### src/rtl/gate_edge_counter_pkg.sv
// Shared types and default constants for the gate edge counter slice.
package gate_edge_pkg;

  typedef enum logic [1:0] {
    LOW       = 2'd0,
    RISE_WAIT = 2'd1,
    HIGH      = 2'd2,
    FALL_WAIT = 2'd3
  } filt_state_t;

  localparam int GE_SYNC_STAGES = 2;
  localparam int GE_FILT_LEN    = 3;
  localparam int GE_CNT_W       = 8;

endpackage

### src/rtl/gate_edge_counter_if.sv
// Snapshot handshake bundle: consumer (master) requests/accepts, counter (slave) supplies data.
interface gate_edge_counter_if #(
  parameter int CNT_W = gate_edge_pkg::GE_CNT_W
);
  logic             snap_req;
  logic             snap_valid;
  logic             snap_ready;
  logic [CNT_W-1:0] snap_rise;
  logic [CNT_W-1:0] snap_fall;

  modport master (
    output snap_req, snap_ready,
    input  snap_valid, snap_rise, snap_fall
  );

  modport slave (
    input  snap_req, snap_ready,
    output snap_valid, snap_rise, snap_fall
  );
endinterface

### src/rtl/gate_sync_filter.sv
// Synchronizes the asynchronous gate level and debounces it; emits the
// accepted level plus one-cycle pulses on accepted edges.
module gate_sync_filter
  import gate_edge_pkg::*;
#(
  parameter int SYNC_STAGES = GE_SYNC_STAGES,
  parameter int FILT_LEN    = GE_FILT_LEN
) (
  input  logic clk,
  input  logic rst_n,
  input  logic inp,
  output logic filt,
  output logic rise_p,
  output logic fall_p
);
  localparam int FW = $clog2(FILT_LEN + 1);

  logic [SYNC_STAGES-1:0] sync_ff;
  logic                   sync_q;
  filt_state_t            state, state_d;
  logic [FW-1:0]          fcnt, fcnt_d;
  logic                   rise_q, rise_d, fall_q, fall_d;

  // Flop chain; only sync_ff[0] samples the asynchronous input.
  always_ff @(posedge clk or negedge rst_n) begin
    if (!rst_n) sync_ff <= '0;
    else        sync_ff <= {sync_ff[SYNC_STAGES-2:0], inp};
  end

  assign sync_q = sync_ff[SYNC_STAGES-1];

  // Filter state register; pulses are registered so they line up with filt.
  always_ff @(posedge clk or negedge rst_n) begin
    if (!rst_n) begin
      state  <= LOW;
      fcnt   <= '0;
      rise_q <= 1'b0;
      fall_q <= 1'b0;
    end else begin
      state  <= state_d;
      fcnt   <= fcnt_d;
      rise_q <= rise_d;
      fall_q <= fall_d;
    end
  end

  // Next-state: a level is accepted after FILT_LEN consecutive samples.
  always_comb begin
    state_d = state;
    fcnt_d  = fcnt;
    rise_d  = 1'b0;
    fall_d  = 1'b0;
    unique case (state)
      LOW: if (sync_q) begin
        if (FILT_LEN == 1) begin
          state_d = HIGH;
          rise_d  = 1'b1;
        end else begin
          state_d = RISE_WAIT;
          fcnt_d  = FW'(1);
        end
      end
      RISE_WAIT: begin
        if (!sync_q) begin
          state_d = LOW;
          fcnt_d  = '0;
        end else if (fcnt + FW'(1) == FW'(FILT_LEN)) begin
          state_d = HIGH;
          fcnt_d  = '0;
          rise_d  = 1'b1;
        end else begin
          fcnt_d  = fcnt + FW'(1);
        end
      end
      HIGH: if (!sync_q) begin
        if (FILT_LEN == 1) begin
          state_d = LOW;
          fall_d  = 1'b1;
        end else begin
          state_d = FALL_WAIT;
          fcnt_d  = FW'(1);
        end
      end
      FALL_WAIT: begin
        if (sync_q) begin
          state_d = HIGH;
          fcnt_d  = '0;
        end else if (fcnt + FW'(1) == FW'(FILT_LEN)) begin
          state_d = LOW;
          fcnt_d  = '0;
          fall_d  = 1'b1;
        end else begin
          fcnt_d  = fcnt + FW'(1);
        end
      end
      default: state_d = LOW;
    endcase
  end

  // Outputs: accepted level follows the state; pulses come from their flops.
  always_comb begin
    filt   = (state == HIGH) || (state == FALL_WAIT);
    rise_p = rise_q;
    fall_p = fall_q;
  end

endmodule

### src/rtl/gate_edge_counter.sv
// Counts debounced gate transitions in saturating counters and offers a
// snapshot of both counts over a valid/ready handshake.
module gate_edge_counter
  import gate_edge_pkg::*;
#(
  parameter int SYNC_STAGES = GE_SYNC_STAGES,
  parameter int FILT_LEN    = GE_FILT_LEN,
  parameter int CNT_W       = GE_CNT_W
) (
  input  logic                clk,
  input  logic                rst_n,
  input  logic                inp,
  input  logic                clr,
  output logic                filt,
  output logic                rise_p,
  output logic                fall_p,
  output logic                ovf,
  gate_edge_counter_if.slave  snap
);
  localparam logic [CNT_W-1:0] CMAX = '1;

  logic [CNT_W-1:0] rise_cnt, fall_cnt;
  logic             accept;

  gate_sync_filter #(
    .SYNC_STAGES (SYNC_STAGES),
    .FILT_LEN    (FILT_LEN)
  ) u_filt (
    .clk    (clk),
    .rst_n  (rst_n),
    .inp    (inp),
    .filt   (filt),
    .rise_p (rise_p),
    .fall_p (fall_p)
  );

  // Saturating counters; clr wins over a same-cycle pulse.
  always_ff @(posedge clk or negedge rst_n) begin
    if (!rst_n) begin
      rise_cnt <= '0;
      fall_cnt <= '0;
      ovf      <= 1'b0;
    end else if (clr) begin
      rise_cnt <= '0;
      fall_cnt <= '0;
      ovf      <= 1'b0;
    end else begin
      if (rise_p) begin
        if (rise_cnt == CMAX) ovf <= 1'b1;
        else                  rise_cnt <= rise_cnt + 1'b1;
      end
      if (fall_p) begin
        if (fall_cnt == CMAX) ovf <= 1'b1;
        else                  fall_cnt <= fall_cnt + 1'b1;
      end
    end
  end

  // A request is taken only when the output slot is free or being drained.
  assign accept = snap.snap_req && (!snap.snap_valid || snap.snap_ready);

  // Snapshot register: captures pre-increment counts; data holds after drain.
  always_ff @(posedge clk or negedge rst_n) begin
    if (!rst_n) begin
      snap.snap_valid <= 1'b0;
      snap.snap_rise  <= '0;
      snap.snap_fall  <= '0;
    end else if (accept) begin
      snap.snap_valid <= 1'b1;
      snap.snap_rise  <= rise_cnt;
      snap.snap_fall  <= fall_cnt;
    end else if (snap.snap_valid && snap.snap_ready) begin
      snap.snap_valid <= 1'b0;
    end
  end

endmodule
### src/flat_wrapper.sv
// flat-port wrapper written by rule: the top's interface ports become plain ports
module gate_edge_counter_flat import gate_edge_pkg::*;
#(
  parameter int SYNC_STAGES = GE_SYNC_STAGES,
  parameter int FILT_LEN    = GE_FILT_LEN,
  parameter int CNT_W       = GE_CNT_W
)
  (clk, rst_n, inp, clr, filt, rise_p, fall_p, ovf, snap_snap_req, snap_snap_ready, snap_snap_valid, snap_snap_rise, snap_snap_fall);
  gate_edge_counter_if #(.CNT_W(CNT_W)) snap_i ();
  input  logic clk;
  input  logic rst_n;
  input  logic inp;
  input  logic clr;
  output logic filt;
  output logic rise_p;
  output logic fall_p;
  output logic ovf;
  input wire logic [$bits(snap_i.snap_req)-1:0] snap_snap_req;
  input wire logic [$bits(snap_i.snap_ready)-1:0] snap_snap_ready;
  output wire logic [$bits(snap_i.snap_valid)-1:0] snap_snap_valid;
  output wire logic [$bits(snap_i.snap_rise)-1:0] snap_snap_rise;
  output wire logic [$bits(snap_i.snap_fall)-1:0] snap_snap_fall;
  assign snap_i.snap_req = snap_snap_req;
  assign snap_i.snap_ready = snap_snap_ready;
  assign snap_snap_valid = snap_i.snap_valid;
  assign snap_snap_rise = snap_i.snap_rise;
  assign snap_snap_fall = snap_i.snap_fall;
  gate_edge_counter #(.SYNC_STAGES(SYNC_STAGES), .FILT_LEN(FILT_LEN), .CNT_W(CNT_W)) u_core (.clk(clk), .rst_n(rst_n), .inp(inp), .clr(clr), .filt(filt), .rise_p(rise_p), .fall_p(fall_p), .ovf(ovf), .snap(snap_i));
endmodule
### config.mk
export PLATFORM = sky130hd
export DESIGN_NAME = gate_edge_counter_flat
export DESIGN_NICKNAME = d
export VERILOG_FILES = /design/src/rtl/gate_edge_counter_pkg.sv /design/src/rtl/gate_edge_counter_if.sv /design/src/rtl/gate_sync_filter.sv /design/src/rtl/gate_edge_counter.sv /design/src/flat_wrapper.sv
export SDC_FILE = /design/constraint.sdc
export NUM_CORES = 1
export LEC_CHECK = 0
export ABC_AREA = 1
export CAP_MARGIN = 5
export CELL_PAD_IN_SITES_DETAIL_PLACEMENT = 1
export CELL_PAD_IN_SITES_GLOBAL_PLACEMENT = 1
export CORE_MARGIN = 1
export CORE_UTILIZATION = 46
export CTS_CLUSTER_DIAMETER = 60
export DETAILED_ROUTE_END_ITERATION = 6
export DONT_BUFFER_PORTS = 1
export PLACE_DENSITY_LB_ADDON = 0.1
export SLEW_MARGIN = 40
export SYNTH_ARGS = -nofsm -noshare
export SYNTH_HDL_FRONTEND = slang
export SYNTH_SLANG_ARGS = --single-unit
### constraint.sdc
create_clock -name clk -period 1.4 [get_ports clk]
set_input_delay 0.42 -clock clk [delete_from_list [all_inputs] [get_ports clk]]
set_output_delay 0.42 -clock clk [all_outputs]
set_load 0.01 [all_outputs]
# Word-level counts from Yosys, hierarchy flattened

Cells that the tools add are included.

Register bits: 42
Input bits: 6
Output and inout bits: 21
Logic and storage cells: 69

Add/subtract/negate cells: 3
Equality and inequality tests: 12
Mux-type cells: 30
Reduce and logical (&&, ||, !) cells: 13

Operators by type and width:

| cell                                                                   | number |
|---|---|
| 8-bit two-way mux                                                      | 6 |
| 2-bit two-way mux                                                      | 10 |
| 8-bit by 1-bit adder with 8-bit output (second input constant)         | 2 |
| 8-bit equality test (second input constant)                            | 2 |
| 2-bit one-hot mux with 4 select lines                                  | 2 |
| 1-bit two-way mux                                                      | 12 |
| 2-bit inequality test (second input constant)                          | 4 |
| 2-bit equality test (second input constant)                            | 3 |
| 3-bit inequality test (second input constant)                          | 2 |
| 2-bit AND reduction                                                    | 3 |
| 2-bit nonzero test                                                     | 3 |
| 4-bit AND reduction                                                    | 1 |
| 2-bit by 1-bit adder with 2-bit output (second input constant)         | 1 |
| 2-bit by 1-bit equality test with 1-bit output (second input constant) | 1 |
| 1-bit logical AND                                                      | 2 |
| 2-bit logical NOT                                                      | 1 |
| 1-bit logical OR                                                       | 2 |
| 1-bit logical NOT                                                      | 1 |

# Depth between registers and ports, before layout

Gate-level depths: netlist (run 1).

Word-level depth: 6
Gate-level depth with buffers: 9
Mapped depth without buffers: 9

# Hierarchy

A second synthesis (run 1) with hierarchy kept.

Cell total of the unflattened synthesis: 235
Area total of the unflattened synthesis: 1958.1 um^2

Modules (own cells, without submodules):

| module            | instances | cells an instance | area each (um^2) | seq. area each (um^2) |
|---|---|---|---|---|
| gate_edge_counter | 1         | 202               | 1651.6           | 850.8 |
| gate_sync_filter  | 1         | 33                | 306.5            | 200.2 |

# Worst setup path before layout (run 1)

OpenSTA, ideal clock, no wires.

Kind: flip-flop to flip-flop
Start point: reg u_core.rise_cnt[1]
End point: reg u_core.rise_cnt[3]
Library setup time: 0.116 ns
Arrival: 1.122 ns
Data required time: 1.284 ns
Path slack: 0.162 ns
Cell stages (with the launch flop): 9
Buffers on the path: 0
Clock period less this slack: 1.238 ns
Cells stage by stage: dfrtp_1 -> ha_1 -> nand2_2 -> nor2_4 -> nand3_2 -> nand2_4 -> inv_2 -> nand2_1 -> nand2_1

Word-level cells in the longest chain between the ends: 4
Elaborated cells between the ends (all ways): 7
Those cells by class: add/sub (1); eq/ne (2); mux (3); reduce/logical (1)

RTL lines:

| what                                   | line                    | source |
|---|---|---|
| start, declared                        | gate_edge_counter.sv:22 | `logic [CNT_W-1:0] rise_cnt, fall_cnt;` |
| start signal, assigned                 | gate_edge_counter.sv:50 | `else rise_cnt <= rise_cnt + 1'b1;` |
| 8-bit by 1-bit adder with 8-bit output | gate_edge_counter.sv:50 |  |
| 8-bit two-way mux                      | gate_edge_counter.sv:49 | `if (rise_cnt == CMAX) ovf <= 1'b1;` |
| 8-bit two-way mux                      | gate_edge_counter.sv:48 | `if (rise_p) begin` |
| 8-bit two-way mux                      | gate_edge_counter.sv:43 | `end else if (clr) begin` |

Parallel ways exist; a longest one is shown, timed or not. The select of a mux whose other input is x is not followed.
A chain may end at the register's enable or synchronous reset.

# Worst setup path in the final report (run 1)

Start point: reg u_core.rise_cnt[1]
End point: reg u_core.rise_cnt[4]

The elaborated chain is that of the path after synthesis.

==> summary.txt, run 1 <==
Clock tree
  • Clock root buffer: clkbuf_8
  • Sink Count: 42
  • Clk slew on worst S/H paths: 80 ps
  • CTS Buf Count: 5
  • CTS tree: built
  • Clock buffer depth: 2
  • H-Tree Depth: 2
  • Worst skew pair latency: 300 ps

Worst setup path
  • CP required: 1650 ps
  • R2r setup slk: -30 ps
  • RR Startpoint: u_core.rise_cnt[1]$_DFFE_PN0P_
  • Type of the worst setup path: flop to flop
  • R2R depth: 8
  • Worst setup path endpoint: u_core.rise_cnt[4]$_DFFE_PN0P_
  • CP Launch Type: flop
  • WP data arrival: 1670 ps
  • Crit end category: flop
  • Critical path peak fanout: 8
  • Worst reg2reg path endpoint: u_core.rise_cnt[4]$_DFFE_PN0P_
  • CP Launch Point: u_core.rise_cnt[1]$_DFFE_PN0P_

Routing
  • Via count: 1,602
  • # DRC: 0
  • Detailed Routing Iterations Pass 1: 4
  • Drt wl/cell: 15.7 um
  • WL final: 4770 um
  • Antenna Nets Post-Route: 0
  • DR vias/cell: 5.29
  • First DRT Iteration DRCs: 91

Outcome
  • Status: finished, violations left
  • Failing checks: hold timing, setup timing

Die
  • Die Area: 0.00456 sq mm
  • Die Y: 67.5 um
  • Die span in x: 67.5 um
  • # rows: 23
  • I/O pin count: 27
  • Core footprint: 0.00406 sq mm
  • Starting Density: 48.7%

Synth
  • Post-Synthesis Cells: 237
  • Seq/Total Area, Yosys: 53.2%
  • Synthesized net count: 245
  • Post-synth EDFFs: 0
  • Netlist cell types: 26
  • Ys async rst share: 100%
  • Synth Warn #: 0
  • Register bit count reported by yosys: 42
  • Ys flop type: dfrtp_1
  • Cell Area, Synth: 0.00198 sq mm
  • Syn Area/Cell: 8.34 sq um

Pwr
  • Design Power: 0.00248 W
  • PwrDens: 1100 mW/mm^2
  • Pleak: 1.08 nW
  • Peak supply drop: 0.000757 V

Cells and area
  • Cell area after layout: 0.00226 sq mm
  • Fin util: 55.8%
  • Finished Layout Cells: 303
  • Fill cells: 500
  • Layout area overhead: 14.6%
  • # diodes: 0
  • Share of cells above drive strength 1: 18.2%
  • Nets: 260

Timing
  • Slew headroom: 79.1%
  • Final Hold Slack: -200 ps
  • Worst setup slack after layout: -27.8 ps
  • Slew @ Worst Pin: 313 ps
  • Skew final: 6.70 ps
  • RSZ-0062 raised after global routing: true
  • Final min period: 1430 ps
  • Final hold violations: 42
  • FMAX: 700 MHz
  • Final period util: 102%
  • Slew Limit Fails: 0
  • Final-report setup violation count: 3

Global route
  • GRT Util Overall: 22.8%
  • GR Overflow Total: 0
  • Initial antenna violation count: 0
  • Number of global-route vias before repair: 1,605
  • Largest net degree at the start of global routing: 43
  • First-pass GRT wire length: 7510 um

Min path
  • Hold WC Path Type: input pin to asynchronous set/reset pin

Placement
  • Placed cells: 285
  • Placed cell area: 0.00204 sq mm
  • RD Place Congestion: 0.779
  • Setup WS pre-CTS: -44.6 ps
  • # port buffers: 0
  • Post-DP HPWL: 3290 um

Flow run
  • Max Cap Viol: 0
## area by class of cell
class / instances / area, sq um / share of cell area [%]
clock buffers: 7 / 86.3 / 3.81
flip-flops and latches: 42 / 1050 / 46.4
multi-input cells: 160 / 838 / 37.0
clock inverters: 1 / 5.00 / 0.221
inverters: 29 / 111 / 4.92
well taps: 50 / 62.6 / 2.76
repair buffers: 14 / 109 / 4.81
## power by group
group | internal [W] | total (W) | leakage (nW) | switching [W]
combinational | 0.000112 | 0.000299 | 0.459 | 0.000187
sequential | 0.00129 | 0.00137 | 0.571 | 0.0000780
clock | 0.000398 | 0.000810 | 0.0482 | 0.000412
## state kept, by name, summed over array words and instances, names as in the netlist, 2 cells and up, named ones only
name,flops
u_core.snap.snap_fall,8
u_core.u_filt.fcnt,2
u_core.fall_cnt,8
u_core.rise_cnt,8
u_core.u_filt.sync_ff,2
u_core.snap.snap_rise,8
## cells in the mapped netlist, types with 2 or more instances
master | n | area share (%)
nand2_2 | 4 | 1.3
nor2_1 | 21 | 4.0
nand2_4 | 2 | 1.1
xor2_1 | 3 | 1.3
inv_1 | 23 | 4.4
nand3_1 | 17 | 4.3
dfrtp_1 | 42 | 53
ha_1 | 2 | 1.3
o21ai_2 | 2 | 0.89
nand4_1 | 4 | 1.3
o21ai_1 | 14 | 3.5
inv_2 | 6 | 1.1
clkbuf_1 | 3 | 0.57
nor2_4 | 2 | 1.1
buf_2 | 3 | 0.76
a21oi_1 | 3 | 0.76
nand2_1 | 65 | 12
o21ai_0 | 13 | 3.3
## cells by family after synthesis
kind of cell / Yosys count / synth area share [%]
AND/OR/NAND/NOR: 120 / 27.4
AO/OA/AOI/OAI: 33 / 8.87
adder cells (fa/ha/maj): 2 / 1.27
buffers and inverters: 35 / 6.84
flip-flops: 42 / 53.2
multiplexers: 2 / 1.14
XOR/XNOR: 3 / 1.33
## through the flow
| stage | TNS, ps | hold WS [ps] |
|---|---|---|
| 2_1_floorplan | 0 | 124 |
| 4_1_cts | 0 | -204 |
| 5_1_grt | -576 | -210 |
| 3_3_place_gp | -0.162 | 125 |
| 6_report | -39.0 | -200 |
| 3_5_place_dp | -188 | 125 |
## layer usage
metal / vias to the layer above / global-route usage [%] / routed length (um) / share of wire, %
li1: 779 / - / - / -
met1: 776 / 29.6 / 2140 / 45
met2: 42 / 35.4 / 2250 / 47
met3: 5 / 7.43 / 316 / 6.6
met4: 0 / 7.71 / 58 / 1.2
met5: - / 0 / 0 / 0
## critical path, cell delays in order, from the launching register on
cell and delay (ps):
dfrtp_1 440, ha_4 190, nand2_4 50, nor2_4 150, nand3_2 130, nand2_4 150
buf_4 130, nand2_1 50, nand2_1 70
## repair_timing
action | CTS | global route
endpoints found under the hold margin | 42 | 42
endpoints found under the setup margin | 6 | 10
gates resized for setup | 3 | 9
setup buffers | 0 | 10
pin swaps | 0 | 6
## how the worst min path moves through the flow
stage	to	slack, ps	cells past startpoint
final	u_core.snap.snap_rise[6]$_DFFE_PN0P_	-200	0
after global placement	u_core.snap.snap_rise[4]$_DFFE_PN0P_	130	0
after global routing	u_core.snap.snap_rise[5]$_DFFE_PN0P_	-210	0
after floorplan	asynchronous set/reset pin	120	0
after CTS	u_core.snap.snap_rise[6]$_DFFE_PN0P_	-200	0
after detailed placement	u_core.snap.snap_rise[6]$_DFFE_PN0P_	130	0
## cells in the final DEF, fill, tap and decap left out, types with 4 or more instances in the layout
cell type,n
o21ai_0,13
nand4_1,4
nand2_1,64
dfrtp_1,42
nand2_4,4
nand3_1,17
o21ai_1,13
inv_2,5
buf_4,13
nor2_1,21
clkbuf_8,6
inv_1,23
Note: power is estimated with default switching activity, not from simulation.
==> run 2, diff against run 1 <==
--- a/config.mk
+++ b/config.mk
@@ -9,12 +9,12 @@
 export CAP_MARGIN = 5
 export CELL_PAD_IN_SITES_DETAIL_PLACEMENT = 1
 export CELL_PAD_IN_SITES_GLOBAL_PLACEMENT = 1
-export CORE_MARGIN = 1
 export CORE_UTILIZATION = 46
 export CTS_CLUSTER_DIAMETER = 60
 export DETAILED_ROUTE_END_ITERATION = 6
 export DONT_BUFFER_PORTS = 1
 export PLACE_DENSITY_LB_ADDON = 0.1
+export SKIP_LAST_GASP = 1
 export SLEW_MARGIN = 40
 export SYNTH_ARGS = -nofsm -noshare
 export SYNTH_HDL_FRONTEND = slang
==> run 2 against run 1 <==
  * Critical endpoint unchanged
  * The flow still finishes with violations (hold timing, setup timing)
  * Non-clock buffer count is the same
  * Via count is 0.19% lower
  * Utilization decreased by 0.19 points
  * Largest power group unchanged
  * Sequential power barely moved
  * Wire length is 0.71% lower
  * Largest cell class unchanged
  * Register-to-register slack about the same
  * Sequential cell count unchanged
  * Clock power is essentially flat
  * Highest routed layer unchanged
  * Maximum frequency hardly changed
  * First-iteration DRC count grew 20%
==> summary.txt, run 2 (synthesized netlist as in run 1, its figures left out) <==
Outcome
  • Status: finished, violations left
  • Failing checks: hold timing, setup timing

Cells and area
  • Finished Layout Cells: 303
  • Fill cells: 498
  • Nets: 260
  • Share of cells above drive strength 1: 17.8%
  • Most common cell after layout, fill and taps aside: nand2_1
  • Layout area overhead: 14.2%
  • Fin util: 55.6%
  • # diodes: 0
  • Most frequent cells in the layout: 64 x nand2_1, 42 x dfrtp_1, 23 x inv_1

Timing
  • Final min period: 1430 ps
  • Slew Limit Fails: 0
  • Skew final: 7.17 ps
  • Final Hold Slack: -199 ps
  • Final period util: 102%
  • Slew @ Worst Pin: 301 ps
  • RSZ-0062 raised after global routing: true
  • Final-report setup violation count: 5
  • Slew headroom: 79.9%
  • Worst setup slack after layout: -28.9 ps
  • FMAX: 700 MHz
  • Setup TNS: -86.5 ps
  • Final hold violations: 42

Clock tree
  • Clock root buffer: clkbuf_8
  • H-Tree Depth: 2
  • Worst skew pair latency: 300 ps
  • CTS Buf Count: 5
  • Clk slew on worst S/H paths: 80 ps
  • Clock buffer depth: 2
  • Sink Count: 42
  • CTS tree: built

Global route
  • Initial antenna violation count: 0
  • First-pass GRT wire length: 7510 um
  • Largest net degree at the start of global routing: 43
  • Number of global-route vias before repair: 1,605
  • GRT Util Overall: 22.8%
  • GR Overflow Total: 0

Worst setup path
  • CP Launch Type: flop
  • R2R depth: 8
  • CP required: 1650 ps
  • Worst reg2reg path endpoint: u_core.rise_cnt[4]$_DFFE_PN0P_
  • WP data arrival: 1670 ps
  • Critical path peak fanout: 8
  • Crit end category: flop
  • RR Startpoint: u_core.rise_cnt[1]$_DFFE_PN0P_
  • Type of the worst setup path: flop to flop
  • R2r setup slk: -30 ps

Die
  • Core footprint: 0.00406 sq mm
  • I/O pin count: 27
  • Die span in x: 67.5 um
  • Die Y: 67.5 um
  • Die Area: 0.00456 sq mm
  • # rows: 23
  • Starting Density: 48.7%

Flow run
  • Max Cap Viol: 0

Routing
  • Drt wl/cell: 15.6 um
  • Antenna Nets Post-Route: 0
  • Via count: 1,599
  • DR vias/cell: 5.28
  • Detailed Routing Iterations Pass 1: 4
  • # DRC: 0
  • First DRT Iteration DRCs: 109
  • WL final: 4740 um

Pwr
  • PwrDens: 1100 mW/mm^2
  • Pleak: 1.08 nW
  • Peak supply drop: 0.000750 V

Placement
  • RD Place Congestion: 0.779
  • # port buffers: 0
  • Placed cells: 285
  • Post-DP HPWL: 3290 um

Min path
  • Hold WC Path Type: input pin to asynchronous set/reset pin
run 2: cell counts in the layout (fill, tap and decap cells not counted):
No cell type changed its count.
run 2: stage by stage:
stage | total power, W | setup WS, ps | area [sq um]
after floorplan | 0.00159 | 162 | 1980
after global placement | 0.00163 | -0.162 | 2040
after detailed placement | 0.00166 | -44.6 | 2040
after CTS | 0.00248 | 13.5 | 2150
after global routing | 0.00259 | -102 | 2260
final | 0.00248 | -28.9 | 2260
run 2: timing repair:
action / in CTS / in global routing
buffers inserted: 0 / 10
pin swaps: 0 / 5
endpoints found under the setup margin: 6 / 10
hold endpoints to repair: 42 / 42
gates resized for setup: 3 / 7
run 2: critical path: stages, from the launching register on:
cell and delay [ps]:
dfrtp_1 440, ha_4 190, nand2_4 50, nor2_4 150
nand3_2 130, nand2_4 150, buf_4 130, nand2_1 50
nand2_1 70
run 2: cell type report:
type                            instances  area [sq um]  share of cell area, %
Sequential cell                        42          1050                   46.6
Multi-Input combinational cell        160           835                   37.0
Inverter                               29           111                   4.94
Timing Repair Buffer                   14           105                   4.66
Clock buffer                            7          86.3                   3.83
Tap cell                               50          62.6                   2.77
Clock inverter                          1          5.00                  0.222
run 2: power breakdown:
group	switching, W	leakage [nW]	internal (W)	total (W)
registers	0.0000779	0.571	0.00129	0.00137
logic	0.000186	0.456	0.000110	0.000297
clock network	0.000413	0.0482	0.000398	0.000810
run 2: worst max-delay path by stage:
stage | startpoint | endpoint | slack (ps)
after floorplan | u_core.rise_cnt[1]$_DFFE_PN0P_ | u_core.rise_cnt[3]$_DFFE_PN0P_ | 160
after global routing | u_core.rise_cnt[1]$_DFFE_PN0P_ | u_core.rise_cnt[4]$_DFFE_PN0P_ | -100
final | u_core.rise_cnt[1]$_DFFE_PN0P_ | u_core.rise_cnt[4]$_DFFE_PN0P_ | -30
after global placement | u_core.rise_cnt[0]$_DFFE_PN0P_ | u_core.rise_cnt[6]$_DFFE_PN0P_ | -0.2
after CTS | u_core.fall_cnt[1]$_DFFE_PN0P_ | u_core.fall_cnt[7]$_DFFE_PN0P_ | 10
after detailed placement | u_core.rise_cnt[0]$_DFFE_PN0P_ | u_core.rise_cnt[1]$_DFFE_PN0P_ | -40
run 2: per-layer routing:
metal  wire (um)  vias to the layer above  track usage, %
li1            -                      781               -
met1        2150                      778            29.6
met2        2240                       35            35.4
met3         285                        5            7.43
met4          58                        0            7.71
met5           0                        -               0
==> run 3, diff against run 2 <==
--- a/config.mk
+++ b/config.mk
@@ -13,6 +13,7 @@
 export CTS_CLUSTER_DIAMETER = 60
 export DETAILED_ROUTE_END_ITERATION = 6
 export DONT_BUFFER_PORTS = 1
+export HOLD_SLACK_MARGIN = 0.02
 export PLACE_DENSITY_LB_ADDON = 0.1
 export SKIP_LAST_GASP = 1
 export SLEW_MARGIN = 40
==> constraint.sdc (replaced) <==
create_clock -name clk -period 1.4 [get_ports clk]
set_input_delay 0.42 -clock clk [delete_from_list [all_inputs] [get_ports clk]]
set_output_delay 0.42 -clock clk [all_outputs]
set_load 0.1 [all_outputs]
==> run 3 against run 2 <==
  * The flow finishes with violations (hold timing)
  * Non-clock buffer count grew 19
  * Clock power grew 19%
  * Sequential power is essentially flat
  * Clock skew shrank 4.4 ps
  * Utilization grew 6.6 points
  * Power grew 18%
  * Combinational power grew 97%
  * Critical path type is now flop to primary output
  * Largest power group unchanged
==> summary.txt, run 3 (synthesized netlist as in run 1, its figures left out) <==
Min path
  • Hold WC Path Type: input pin to asynchronous set/reset pin

Die
  • Die Y: 67.5 um
  • Starting Density: 48.7%
  • Die span in x: 67.5 um
  • # rows: 23
  • Die Area: 0.00456 sq mm
  • I/O pin count: 27
  • Core footprint: 0.00406 sq mm

Cells and area
  • # diodes: 0
  • Finished Layout Cells: 322
  • Share of cells above drive strength 1: 26.8%
  • Layout area overhead: 27.7%
  • Most frequent cells in the layout: 63 x nand2_1, 37 x dfrtp_1, 25 x buf_4
  • Fin util: 62.2%
  • Most common cell after layout, fill and taps aside: nand2_1
  • Nets: 279

Global route
  • Largest net degree at the start of global routing: 43
  • Number of global-route vias before repair: 1,708
  • First-pass GRT wire length: 8350 um
  • GR Overflow Total: 0
  • GRT Util Overall: 25.6%
  • Initial antenna violation count: 0

Timing
  • Final min period: 1390 ps
  • Final period util: 99.1%
  • Slew headroom: 80.1%
  • Final Hold Slack: -194 ps
  • Final-report setup violation count: 0
  • Worst setup slack after layout: 12.4 ps
  • FMAX: 721 MHz
  • Slew Limit Fails: 0
  • Final hold violations: 42
  • RSZ-0062 raised after global routing: true
  • Skew final: 2.80 ps
  • Slew @ Worst Pin: 298 ps

Routing
  • DR vias/cell: 5.41
  • Met3 WL post-DR: 273 um
  • Drt wl/cell: 17.2 um
  • Antenna Nets Post-Route: 0
  • Top sig layer: met4
  • First DRT Iteration DRCs: 93
  • WL final: 5530 um
  • Post-Route M1 WL: 2270 um
  • # DRC: 0
  • Detailed Routing Iterations Pass 1: 5
  • Via count: 1,741
  • Met2 wire len: 2890 um

Clock tree
  • Clk slew on worst S/H paths: 80 ps
  • H-Tree Depth: 2
  • Worst skew pair latency: 300 ps
  • Clock buffer depth: 2
  • CTS Buf Count: 5
  • Clock root buffer: clkbuf_8
  • Sink Count: 42
  • CTS tree: built

Pwr
  • PwrDens: 1160 mW/mm^2
  • Peak supply drop: 0.000872 V
  • Pleak: 1.20 nW

Flow run
  • Max Cap Viol: 0

Outcome
  • Status: finished, violations left
  • Failing checks: hold timing

Placement
  • RD Place Congestion: 0.896
  • Setup WS pre-CTS: -55.4 ps
  • Placed cells: 305
  • # port buffers: 0
  • Post-DP HPWL: 3700 um

Worst setup path
  • CP Launch Type: flop
  • CP top delay family: flip-flops
  • Crit end category: primary output
  • Slowest stage delay, CP: 490 ps
  • Type of the worst setup path: flop to primary output
  • Critical path peak fanout: 2
  • Slowest library cell on the worst path: dfrtp_4
  • CP bufs+invs: 1
  • Crit path cell chain: buf_12
  • CP required: 980 ps
  • WP data arrival: 970 ps
[run 3: cell types whose count changed in the layout (fill, tap and decap cells not counted), moves of 2 or more]
cell,before,now
dfrtp_2,0,4
buf_4,14,25
dfrtp_1,42,37
nor2_4,2,4
buf_6,0,4
nor2_1,21,19
buf_12,0,4
[run 3: routing by layer]
metal	track usage, %	vias up
met3	4.90	12
met2	44.7	60
met5	0	-
met4	9.57	0
li1	-	818
met1	31.0	851
[run 3: power by group]
part / leakage (nW) / internal [W] / switching (W)
sequential: 0.563 / 0.00129 / 0.0000714
combinational: 0.581 / 0.000168 / 0.000418
clock: 0.0524 / 0.000534 / 0.000428
total: 1.20 / 0.00200 / 0.000917
[run 3: worst paths after layout]
kind / start / endpoint / slack, ps / depth (start not counted)
setup / recovery: u_core.snap.snap_valid$_DFFE_PN0P_ / snap_snap_valid / 10 / 1
hold / removal: rst_n / u_core.u_filt.fcnt[0]$_DFFE_PN0P_ / -190 / 0
setup reg to reg: u_core.fall_cnt[0]$_DFFE_PN0P_ / u_core.fall_cnt[7]$_DFFE_PN0P_ / 20 / 8
hold reg to reg: u_core.u_filt.sync_ff[0]$_DFF_PN0_ / u_core.u_filt.sync_ff[1]$_DFF_PN0_ / 360 / 0
max in group asynchronous: rst_n / u_core.u_filt.fall_p$_DFF_PN0_ / 1510 / 0
min in group clk: inp / u_core.u_filt.sync_ff[0]$_DFF_PN0_ / 140 / 0
[run 3: timing repair]
| item | in CTS | in global routing |
|---|---|---|
| pin swaps | 0 | 2 |
| resized for setup | 5 | 22 |
| buffers inserted | 2 | 7 |
| endpoints found under the setup margin | 10 | 26 |
| endpoints found under the hold margin | 42 | 42 |
[run 3: cell type report]
type                       count  area (sq um)
clock buffer                   7          76.3
clock inverter                 1          30.0
fill                         491          1540
inverter                      29           113
multi-input combinational    160           868
sequential                    42          1060
tap                           50          62.6
timing repair buffer          33           313
[run 3: per-stage QoR]
stage / hold slack, ps / instance area, sq um / total power (W) / TNS, ps
2_1_floorplan: 124 / 1980 / 0.00179 / -44.6
3_3_place_gp: 125 / 2240 / 0.00187 / 0
3_5_place_dp: 125 / 2240 / 0.00192 / -165
4_1_cts: -197 / 2380 / 0.00288 / -5.53
5_1_grt: -207 / 2520 / 0.00303 / -84.3
6_report: -194 / 2520 / 0.00291 / 0
==> edit 1: new RTL, config.mk and constraints of run 1 <==
Re-encode `filt_state_t` (4 states) as one-hot, 4 bits wide.
--- a/src/rtl/gate_edge_counter_pkg.sv
+++ b/src/rtl/gate_edge_counter_pkg.sv
@@ -1,11 +1,11 @@
 // Shared types and default constants for the gate edge counter slice.
 package gate_edge_pkg;
 
-  typedef enum logic [1:0] {
-    LOW       = 2'd0,
-    RISE_WAIT = 2'd1,
-    HIGH      = 2'd2,
-    FALL_WAIT = 2'd3
+  typedef enum logic [3:0] {
+    LOW       = 4'b0001,
+    RISE_WAIT = 4'b0010,
+    HIGH      = 4'b0100,
+    FALL_WAIT = 4'b1000
   } filt_state_t;
 
   localparam int GE_SYNC_STAGES = 2;
Behaviour: no difference found for any inputs over 10 cycles, from zero or initial values and one cycle with rst_n low; not proved beyond that.
==> edit 1 against run 1 <==
The run ends with DRC, hold timing, setup timing left. Worst setup slack worse by 0.083 ns. Routed wire length rose by 23%. Critical path depth fell by 5. Sequential cell count rose by 2. First-iteration DRC count is 27% higher. Via count increased by 24%. Synthesized area grew 9.3%. Synthesized cell count increased by 22%. Non-clock buffer count increased by 7. Final area up 16%. Utilization is 3.3 points higher. Critical path type is now reg2out.
Power is not compared: it rests on default switching activity, and its combinational part moved more than twofold at a synthesized area within 25%.
==> edit 1: results (changes against run 1) <==
- Status: complete, but fails checks (unchanged)
- Failing checks: DRC, hold timing, setup timing (was hold timing, setup timing)
- R2R Setup Slk: -0.06 ns (was -0.03 ns)
- Final setup TNS: -0.216 ns (was -0.0390 ns)
- HPWL Detailed: 4000 microns (was 3290 microns)
- Post-route DRC violation count: 4 (was 0)
- PostCTS Resize Cnt: 12 (was 3)
- Layout cells sized above 1: 0.258 (was 0.182)
- Syn. warnings: 0 (unchanged)
- Yosys cell types: 20 (was 26)
- Comb_multi_in: 204 (was 160)
- Num sequential: 44 (was 42)
- Initial antenna violation count: 0 (unchanged)
- Clkbuf count: 6 (was 7)
- RD Place Congestion: 0.780 (was 0.779)
- Clock network share of area: 0.0410 (was 0.0404)
- Post-synthesis net count: 296 (was 245)
- Worst path max stage delay: 0.42 ns (was 0.44 ns)
- Crit Path Max Fanout: 2 (was 8)
- Final clock skew: 0.00420 ns (was 0.00670 ns)
- Via Count: 1,979 (was 1,602)
- Fraction of area in multi-input gates: 0.400 (was 0.370)
- Count of non-CTS buffers in the layout: 21 (was 14)
- Vias in the first global route: 1,917 (was 1,605)
- Dpl cells: 347 (was 285)
- Final hold slack: -0.197 ns (was -0.200 ns)
- Non-clk invs: 37 (was 29)
- Starting DRT DRC Count: 116 (was 91)
- Relative slew slack: 0.764 (was 0.791)
- Syn Inst Count: 288 (was 237)
- Largest delay share family, worst path: flip-flops (was simple AND/OR/NAND/NOR gates)
- Max IR drop VDD: 0.790 mV
- Commonest cells post-synth: nand2_1, dfrtp_1, inv_1 (unchanged)
- Layout area overhead: 21.5% (was 14.6%)
- Worst Reg2Reg Path Length in Cells: 10 (was 8)
- Pre-CTS setup slack: -0.00941 ns (was -0.0446 ns)
- Setup Fix Bufs, Post-CTS: 6 (was 0)
- Post-synthesis sequential area ratio: 0.510 (was 0.532)
- Nets: 321 (was 260)
- Leak Pwr: 1.30 nW
- Routed wire per std cell: 16.1 microns (was 15.7 microns)
- Clk Latency, worst-skew pair: 0.30 ns (about the same)
- Clock Root Buffer: clkbuf_8 (unchanged)
- Largest net degree at the start of global routing: 45 (was 43)
- GRT Total Usage: 0.244 (was 0.228)
- FILL cells: 553 (was 500)
- Final hold vios: 44 (was 42)
- First-pass GRT wire length: 9270 microns (was 7510 microns)
- Fin area: 0.00262 sq mm (was 0.00226 sq mm)
- Largest cells by area after synthesis: dfrtp_1, nand2_1, o21ai_1, nand3_1, inv_1 (was dfrtp_1, nand2_1, inv_1, nand3_1, nor2_1)
- Final setup viols: 3 (unchanged)
- Post-DP Area: 0.00229 sq mm (was 0.00204 sq mm)
- PnR worst setup slack: -0.111 ns (was -0.0278 ns)
- Non-clock buffer share: 0.0601 (was 0.0481)
- Drt first pass iters: 7 (was 4)
- Final wirelength: 5880 microns (was 4770 microns)
- Worst path arrival time: 1.09 ns (was 1.67 ns)
- Fraction of area in registers: 0.422 (was 0.464)
edit 1: changes by cell type after synthesis, sizes merged, moves of 2 or more:
cell	before	now
xor2	3	0
nor2	24	28
inv	29	37
nand2	71	110
nand3	18	22
clkbuf	3	1
nand4	4	9
edit 1: kinds of logic (layout without fill, tap and decap cells):
group,Yosys count,in the layout,synth area share
simple gates,170,170,0.327
fa+ha+maj,2,2,0.0116
mux,1,1,0.00521
flops,44,44,0.510
compound gates,30,31,0.0747
buf+inv,41,66,0.0713
edit 1: per-layer routing:
| metal | share of wire | routed length (microns) | global-route usage | vias up |
|---|---|---|---|---|
| met5 | 0 | 0 | 0 | - |
| li1 | - | - | - | 961 |
| met2 | 0.50 | 2930 | 0.398 | 41 |
| met3 | 0.027 | 160 | 0.0404 | 13 |
| met1 | 0.45 | 2650 | 0.325 | 964 |
| met4 | 0.023 | 138 | 0.0952 | 0 |
edit 1: worst paths after layout:
| kind | from | endpoint |
|---|---|---|
| setup / recovery | u_core.u_filt.state[1]$_DFFE_PN0P_ | filt |
| hold / removal | rst_n | u_core.snap.snap_rise[5]$_DFFE_PN0P_ |
| setup reg to reg | u_core.u_filt.state[1]$_DFFE_PN0P_ | u_core.u_filt.fcnt[0]$_DFFE_PN0P_ |
| hold reg to reg | u_core.u_filt.sync_ff[0]$_DFF_PN0_ | u_core.u_filt.sync_ff[1]$_DFF_PN0_ |
| max in group asynchronous | rst_n | u_core.u_filt.state[0]$_DFFE_PN1P_ |
| min in group clk | inp | u_core.u_filt.sync_ff[0]$_DFF_PN0_ |
edit 1: report_power, final:
group	leakage, nW	total, W	switching [W]	internal, W
combinational	0.650	0.000894	0.000570	0.000324
sequential	0.595	0.00145	0.0000834	0.00136
clock	0.0552	0.000969	0.000439	0.000530
total	1.30	0.00331	0.00109	0.00222
==> edit 2: new RTL, settings of run 1 <==
Without the edit above. `GE_CNT_W`: 8 -> 12.
--- a/src/rtl/gate_edge_counter_pkg.sv
+++ b/src/rtl/gate_edge_counter_pkg.sv
@@ -10,7 +10,7 @@
 
   localparam int GE_SYNC_STAGES = 2;
   localparam int GE_FILT_LEN    = 3;
-  localparam int GE_CNT_W       = 8;
+  localparam int GE_CNT_W       = 12;
 
 endpackage
 
Ports: changed (resized snap_snap_fall and snap_snap_rise); port bits go from 27 to 35. No check against the original RTL was run, so the function may have changed too.
==> edit 2 against run 1 <==
The run ends with hold timing left. Routed wire length grew 55%. Final area grew 48%. Largest cell class unchanged. Sequential cell count grew 16. Largest power group is now the clock network. Critical path depth shrank 1. Global-route usage grew 2.8 points. Synthesized area grew 38%. Total power grew 68%. Sequential power grew 33%. Synthesized cell count grew 39%. Maximum frequency grew 3.3%. Sequential share of layout area shrank 3.0 points. Via count grew 49%. Worst setup slack gained 0.046 ns.
==> edit 2: results (changes against run 1) <==
- Peak Freq: 724 MHz (was 700 MHz)
- Starting DRT DRC Count: 122 (was 91)
- Max IR drop VDD: 0.706 mV (was 0.757 mV)
- Routed wire per std cell: 16.9 microns (was 15.7 microns)
- Final clock skew: 0.00980 ns (was 0.00670 ns)
- Leak Pwr: 1.59 nW (was 1.08 nW)
- Pre-CTS setup slack: -0.0192 ns (was -0.0446 ns)
- DR vias/cell: 5.44 (was 5.29)
- Final hold vios: 58 (was 42)
- Post-synthesis sequential area ratio: 0.532 (about the same)
- First-pass GRT wire length: 11,800 microns (was 7510 microns)
- Final setup TNS: 0 ns (was -0.0390 ns)
- Share of the synthesized area in the top cell type: 0.532 (about the same)
- H-tree Lvls: 3 (was 2)
- Final hold slack: -0.232 ns (was -0.200 ns)
- Worst Reg2Reg Path Length in Cells: 7 (was 8)
- RD Place Congestion: 0.829 (was 0.779)
- Reg-to-reg endpoint: u_core.fall_cnt[10]$_DFFE_PN0P_ (was u_core.rise_cnt[4]$_DFFE_PN0P_)
- Largest net degree at the start of global routing: 59 (was 43)
- FILL cells: 680 (was 500)
- Status: complete, but fails checks (unchanged)
- Dpl cells: 417 (was 285)
- Met2 WL post-DR: 3450 microns (was 2250 microns)
- Post-synthesis net count: 337 (was 245)
- Failing checks: hold timing (was hold timing, setup timing)
-- edit 2: cell count changes after synthesis, moves of 4 or more --
cell	run 1	this run
inv_1	23	29
nor2_2	1	5
o21ai_1	14	8
nand4_1	4	22
nor2_1	21	28
nand2_1	65	101
o21ai_0	13	25
dfrtp_1	42	58
-- edit 2: where the power goes --
part	total (W)	switching [W]	leakage, nW	internal, W
sequential	0.00182	0.0000693	0.794	0.00175
combinational	0.000267	0.000175	0.667	0.0000923
clock	0.00209	0.000684	0.134	0.00141
total	0.00418	0.000928	1.59	0.00325
-- edit 2: worst min-delay path by stage --
| stage | slack, ns | depth (start not counted) | endpoint |
|---|---|---|---|
| 2_1_floorplan | 0.12 | 0 | asynchronous set/reset pin |
| 3_3_place_gp | 0.13 | 0 | u_core.snap.snap_fall[2]$_DFFE_PN0P_ |
| 3_5_place_dp | 0.13 | 0 | u_core.snap.snap_fall[2]$_DFFE_PN0P_ |
| 4_1_cts | -0.24 | 0 | u_core.snap.snap_rise[9]$_DFFE_PN0P_ |
| 5_1_grt | -0.25 | 0 | u_core.fall_cnt[7]$_DFFE_PN0P_ |
| 6_report | -0.23 | 0 | u_core.snap.snap_fall[11]$_DFFE_PN0P_ |
-- edit 2: what timing repair did --
action,CTS,global route
endpoints found under the hold margin,58,58
resized for setup,3,17
pin swaps,3,7
setup endpoints to repair,9,22
buffers inserted,2,4
-- edit 2: worst max-delay path: stages (launching register included) --
cell and delay, ns:
dfrtp_1 0.36, ha_2 0.20, nand2_2 0.09, nor2_4 0.12, nand4_1 0.22, nor2_1 0.19
nor2_1 0.06, nor2_1 0.07
-- edit 2: routing by layer --
layer / track usage / vias to the layer above
met5: 0 / -
met2: 0.384 / 57
li1: - / 1135
met4: 0.127 / 0
met1: 0.341 / 1178
met3: 0.0644 / 12
-- edit 2: logic make-up after synthesis --
logic type	count (synthesis)	share of synthesized area
and+or+nand+nor	184	0.302
DFF	58	0.532
buffers and inverters	42	0.0610
AOI/OAI and AO/OA	34	0.0633
xor gates and xnor gates	5	0.0161
muxes	4	0.0165
adders and majority gates	2	0.00917
-- edit 2: cell type report --
cell class,instances,share of cell area
Tap cell,72,0.0269
Timing Repair Buffer,28,0.0665
Clock buffer,11,0.0422
Sequential cell,58,0.434
Clock inverter,5,0.0374
Multi-Input combinational cell,229,0.348
Inverter,35,0.0448
